### src/rtl/shift_stack.sv
// shift_stack: WIDTH-bit by DEPTH-entry operand stack for the calculator
// datapath. Supports push, pop, dup, swap, rotate, binary-op writeback and
// clear. Tracks occupancy and raises a sticky error on illegal operations.
// Entries at or below the occupancy line are always held at zero.
module shift_stack #(
    parameter int WIDTH = 4,
    parameter int DEPTH = 8,
    parameter int CW    = $clog2(DEPTH + 1)
) (
    input  logic             clk,
    input  logic             rst,
    input  logic             en,
    input  logic [2:0]       op,
    input  logic [WIDTH-1:0] din,
    output logic [WIDTH-1:0] top,
    output logic [WIDTH-1:0] second,
    output logic [CW-1:0]    count,
    output logic             empty,
    output logic             full,
    output logic             err
);

    localparam logic [2:0] OP_NOP   = 3'd0;
    localparam logic [2:0] OP_PUSH  = 3'd1;
    localparam logic [2:0] OP_POP   = 3'd2;
    localparam logic [2:0] OP_DUP   = 3'd3;
    localparam logic [2:0] OP_SWAP  = 3'd4;
    localparam logic [2:0] OP_ROT   = 3'd5;
    localparam logic [2:0] OP_BINOP = 3'd6;
    localparam logic [2:0] OP_CLEAR = 3'd7;

    localparam logic [CW-1:0] C_DEPTH = CW'(DEPTH);
    localparam logic [CW-1:0] C_ONE   = CW'(1);
    localparam logic [CW-1:0] C_TWO   = CW'(2);
    localparam logic [CW-1:0] C_THREE = CW'(3);

    // Entry 0 is the top of stack.
    logic [DEPTH-1:0][WIDTH-1:0] r_stack;
    logic [DEPTH-1:0][WIDTH-1:0] w_stack_next;
    logic [CW-1:0]               r_count;
    logic [CW-1:0]               w_count_next;
    logic                        r_err;
    logic                        w_err_next;
    logic                        w_legal;

    // Decide whether the requested op is allowed at the current occupancy.
    always_comb begin
        w_legal = 1'b1;
        case (op)
            OP_NOP:   w_legal = 1'b1;
            OP_PUSH:  w_legal = (r_count < C_DEPTH);
            OP_POP:   w_legal = (r_count >= C_ONE);
            OP_DUP:   w_legal = (r_count >= C_ONE) && (r_count < C_DEPTH);
            OP_SWAP:  w_legal = (r_count >= C_TWO);
            OP_ROT:   w_legal = (r_count >= C_THREE);
            OP_BINOP: w_legal = (r_count >= C_TWO);
            OP_CLEAR: w_legal = 1'b1;
            default:  w_legal = 1'b1;
        endcase
    end

    // Per-entry next value. Each entry only needs its neighbours above and
    // below plus, for the top three, the fixed swap/rotate sources.
    for (genvar gi = 0; gi < DEPTH; gi++) begin : g_entry
        logic [WIDTH-1:0] w_from_above;
        logic [WIDTH-1:0] w_from_below;
        logic [WIDTH-1:0] w_entry_next;

        // DUP pushes a copy of the old top; PUSH pushes din.
        if (gi == 0) begin : g_top_src
            assign w_from_above = (op == OP_DUP) ? r_stack[0] : din;
        end else begin : g_mid_src
            assign w_from_above = r_stack[gi-1];
        end

        // The bottom entry refills with zero when the stack shrinks.
        if (gi == DEPTH - 1) begin : g_bot_src
            assign w_from_below = '0;
        end else begin : g_up_src
            assign w_from_below = r_stack[gi+1];
        end

        // Select this entry's next value from the op; illegal ops hold.
        always_comb begin
            w_entry_next = r_stack[gi];
            if (en && w_legal) begin
                case (op)
                    OP_PUSH, OP_DUP: w_entry_next = w_from_above;
                    OP_POP:          w_entry_next = w_from_below;
                    OP_SWAP: begin
                        if (gi == 0)      w_entry_next = r_stack[1];
                        else if (gi == 1) w_entry_next = r_stack[0];
                    end
                    OP_ROT: begin
                        if (gi == 0)      w_entry_next = r_stack[2];
                        else if (gi == 1) w_entry_next = r_stack[0];
                        else if (gi == 2) w_entry_next = r_stack[1];
                    end
                    OP_BINOP: w_entry_next = (gi == 0) ? din : w_from_below;
                    OP_CLEAR: w_entry_next = '0;
                    default:  w_entry_next = r_stack[gi];
                endcase
            end
        end

        assign w_stack_next[gi] = w_entry_next;
    end

    // Occupancy and sticky error updates; CLEAR is the only op that drops err.
    always_comb begin
        w_count_next = r_count;
        w_err_next   = r_err;
        if (en) begin
            if (op == OP_CLEAR) begin
                w_count_next = '0;
                w_err_next   = 1'b0;
            end else if (!w_legal) begin
                w_err_next = 1'b1;
            end else begin
                case (op)
                    OP_PUSH, OP_DUP:  w_count_next = r_count + C_ONE;
                    OP_POP, OP_BINOP: w_count_next = r_count - C_ONE;
                    default:          w_count_next = r_count;
                endcase
            end
        end
    end

    // State registers with synchronous reset taking priority over en.
    always_ff @(posedge clk) begin
        if (rst) begin
            r_stack <= '0;
            r_count <= '0;
            r_err   <= 1'b0;
        end else begin
            r_stack <= w_stack_next;
            r_count <= w_count_next;
            r_err   <= w_err_next;
        end
    end

    assign top    = r_stack[0];
    assign second = r_stack[1];
    assign count  = r_count;
    assign empty  = (r_count == '0);
    assign full   = (r_count == C_DEPTH);
    assign err    = r_err;

endmodule

### config.mk
export PLATFORM = sky130hd
export DESIGN_NAME = shift_stack
export DESIGN_NICKNAME = d
export VERILOG_FILES = /design/src/rtl/shift_stack.sv
export SDC_FILE = /design/constraint.sdc
export NUM_CORES = 1
export LEC_CHECK = 0
export BUFFER_PORTS_ARGS = -buffer_cell sky130_fd_sc_hd__buf_2
export CELL_PAD_IN_SITES_DETAIL_PLACEMENT = 0
export CELL_PAD_IN_SITES_GLOBAL_PLACEMENT = 2
export CORE_MARGIN = 2
export CORE_UTILIZATION = 30
export CTS_CLUSTER_DIAMETER = 80
export CTS_CLUSTER_SIZE = 10
export DETAILED_ROUTE_END_ITERATION = 10
export GPL_TIMING_DRIVEN = 0
export PLACE_DENSITY = 0.8
export SKIP_CTS_REPAIR_TIMING = 1
export SLEW_MARGIN = 20
export SYNTH_ARGS = -nofsm -noshare
export SYNTH_HDL_FRONTEND = slang
export SYNTH_SLANG_ARGS = --single-unit
### constraint.sdc
create_clock -name clk -period 5.4 [get_ports clk]
set_clock_uncertainty 0.05 [all_clocks]
set_input_delay 1.08 -clock clk [delete_from_list [all_inputs] [get_ports clk]]
set_output_delay 1.08 -clock clk [all_outputs]
set_load 0.05 [all_outputs]
==> run_results.csv <==
group,metric,value,unit
worst_hold_path,min-delay-path-class,"flop to flop",
worst_setup_path,max_stage_delay_cell_worst_path,"nor2b_1",
clock_network,clock_tree.htree_level_count,2,
global_routing,grt_max_degree,12,
power_and_ir_drop,pwr_density_cell,272.2,nW/um2
layout,commonest_non_fill_non_tap_cell_in_the_layout,"dfxtp_1",
global_routing,globalRoute.totalOverflow,0,
synthesis,post_synth_inst_count,268,
worst_setup_path,cp_data_arrival_time,2900,ps
place,place.gp.congestion,0.7954,
sta,slew-limit-headroom,53.13,%
clock_network,clk_lat_worst_skew,290,ps
worst_setup_path,crit_required,5500,ps
global_routing,grt_first_pass_wirelength,11360,um
job,cap_violations,0,
synthesis,synth_register_bits,37,
worst_setup_path,timing.critical_path.buf_inv,3,
synthesis,ys_async_sr_fraction,0,%
layout,syn2layout_area_growth,14.87,%
clock_network,cts.sink_count,37,
clock_network,cts_made_buffers,5,
sta,tns,0,ps
synthesis,synthesized_netlist_net_count,282,
layout,n_antenna_cell,0,
routing,route.antenna.remaining_nets,0,
layout,postLayoutCoreUtil,35.57,%
floorplanning,ios,25,
sta,rsz0062_at_grt,"no",
place,placement.io_buffers,24,
synthesis,netlist-cell-type-count,41,
place,cell_area_reported_after_detailed_placement,2490,um2
sta,timing.fmax,357.1,MHz
run_status,outcome,"complete, no violations",
global_routing,antenna_found_initial,0,
floorplanning,dieWidth,90.53,um
synthesis,edff_count_synth,0,
routing,routed-via-count,2234,
worst_setup_path,cp_cell_sequence,"buf_2, buf_2, nor2b_1, nor2_1, nor3_4, buf_2, a311oi_1",
worst_setup_path,critical_path.max_stage_delay,420,ps
global_routing,grt_util_all_layers,17.19,%
sta,layout_min_cycle_time,2800,ps
layout,postLayoutCellArea,2580,um2
worst_setup_path,largest_delay_share_family_worst_path,"simple AND/OR/NAND/NOR gates",
global_routing,first_global_vias,2216,
worst_setup_path,worst-setup-path-type,"input port to flop",
synthesis,synth-seq-area-share,32.98,%
clock_network,cts.path.max_buffers,2,
sta,final-setup-viol-count,0,
floorplanning,rows,31,
floorplanning,dieArea,8195,um2
routing,drt_wl_total,6953,um
routing,dr.pass1.iters,4,
clock_network,cts_root_buf,"clkbuf_8",
layout,mostFrequentLayoutCells,"dfxtp_1 (37), buf_2 (33), o21ai_0 (30), nand2_1 (26), a311oi_1 (21)",
clock_network,cts_tree,"done",
routing,first_iter_violations,126,
worst_setup_path,setup.worst_path.end_class,"flop",
synthesis,synth_top_flop_cell,"dfxtp_1",
place,post-dp-hpwl,4946,um
worst_setup_path,r2r_slack,2920,ps
synthesis,synth_warnings,0,
power_and_ir_drop,max-vdd-ir-drop,80.36,uV
worst_setup_path,worst_setup_path_start_kind,"input port",
sta,report.final.hold_viol_count,0,
floorplanning,die_h,90.53,um
floorplanning,initial_utilization,30.96,%
synthesis,syn_area,2246,um2
clock_network,clk_pin_slew_worst_setup_hold_paths,70,ps
worst_setup_path,timing.critical_path.fanout_max,10,
layout,nNetsFinal,313,
routing,wl_per_cell,17.47,um
floorplanning,floorplan.core_area,7253,um2
sta,tightest_slew,700.5,ps
power_and_ir_drop,power.leakage,0.9182,nW
routing,number_of_vias_per_cell,5.613,
synthesis,post_synth.cell_area_avg,8.380,um2
routing,drc_errors,0,
layout,drive_gt1_share,16.39,%
sta,layout_worst_path_cycle_share,51.86,%
worst_setup_path,timing.critical_path.mode_cell,"buf_2",
sta,drv_slew,0,
-- synthesized netlist by cell type (all sizes together), types with 2 or more instances --
library cell / n / share of area, %
dfxtp: 37 / 33
o21ai: 30 / 6.7
nand2: 26 / 4.3
a311oi: 21 / 8.2
a31oi: 17 / 4.7
clkbuf: 15 / 2.5
buf: 13 / 3.5
a21oi: 11 / 2.5
a211o: 10 / 4.3
o31ai: 9 / 3.0
inv: 8 / 1.3
mux2i: 8 / 3.6
nand2b: 7 / 1.9
nand4: 5 / 1.4
nor3: 5 / 1.6
nor3b: 5 / 1.7
and4b: 4 / 1.8
ha: 4 / 2.2
nand4b: 4 / 1.6
o21bai: 4 / 1.3
o31a: 4 / 1.6
nor2: 3 / 0.50
nor2b: 3 / 0.84
and3: 2 / 0.56
and3b: 2 / 0.95
nor4: 2 / 0.56
-- state kept, by name, indices dropped and copies added (netlist names) --
register / cells
top: 4
err: 1
g_entry.w_from_below: 24
second: 4
count: 4
-- metrics by stage --
step | hold slack [ps] | cells | setup slack [ps] | total power [W]
2_1_floorplan | 394.3 | 268 | 2869 | 0.0004482
3_3_place_gp | 394.5 | 391 | 2230 | 0.0005001
3_5_place_dp | 402.8 | 391 | 2296 | 0.0005003
4_1_cts | 420.7 | 398 | 2610 | 0.0007057
5_1_grt | 429.2 | 398 | 2403 | 0.0007344
6_report | 417.4 | 398 | 2600 | 0.0007022
-- cells by family (layout without fill, tap and decap cells) --
kind of cell    Yosys count  count (layout)  share of synthesized area, %
xor+xnor                  1               1                        0.3900
mux                       8               8                         3.566
simple gates             71              71                         18.83
flops                    37              37                         32.98
buf+inv                  36              67                         7.353
compound gates          111             111                         34.65
fa+ha+maj                 4               4                         2.229
-- power breakdown --
part,internal (W),total [W],switching (W)
sequential,0.000292,0.000310,0.0000174
clock,0.000101,0.000207,0.000106
combinational,0.0000606,0.000185,0.000125
-- worst paths after layout --
path         startpoint  cells past startpoint       end
max               op[2]                      7  count[1]
min                 err                      1       err
max reg2reg    count[0]                      7  count[1]
min reg2reg         err                      1       err
-- worst register-to-register path: stages, from the launching register on --
cell	delay, ps
dfxtp_1	480
inv_1	130
ha_1	230
and4bb_1	250
a211o_4	390
nor3_4	370
buf_2	320
a311oi_1	120
-- cell type report --
type	count	area [um2]
plain buffers	28	135.1
clock buffers	6	82.58
clock inverters	1	7.507
fillers	796	4673
inverters	8	30.03
multi-input cells	195	1340
flip-flops and latches	37	740.7
well taps	99	123.9
repair buffers	24	120.1
-- per-layer routing --
metal	track usage [%]	part of all wire (%)	up-vias
met5	0	0	-
met4	5.897	1.7	0
met3	3.088	4.0	9
met2	27.99	46	48
met1	22.84	48	1078
li1	-	-	1099
(Power assumes the default switching activity.)
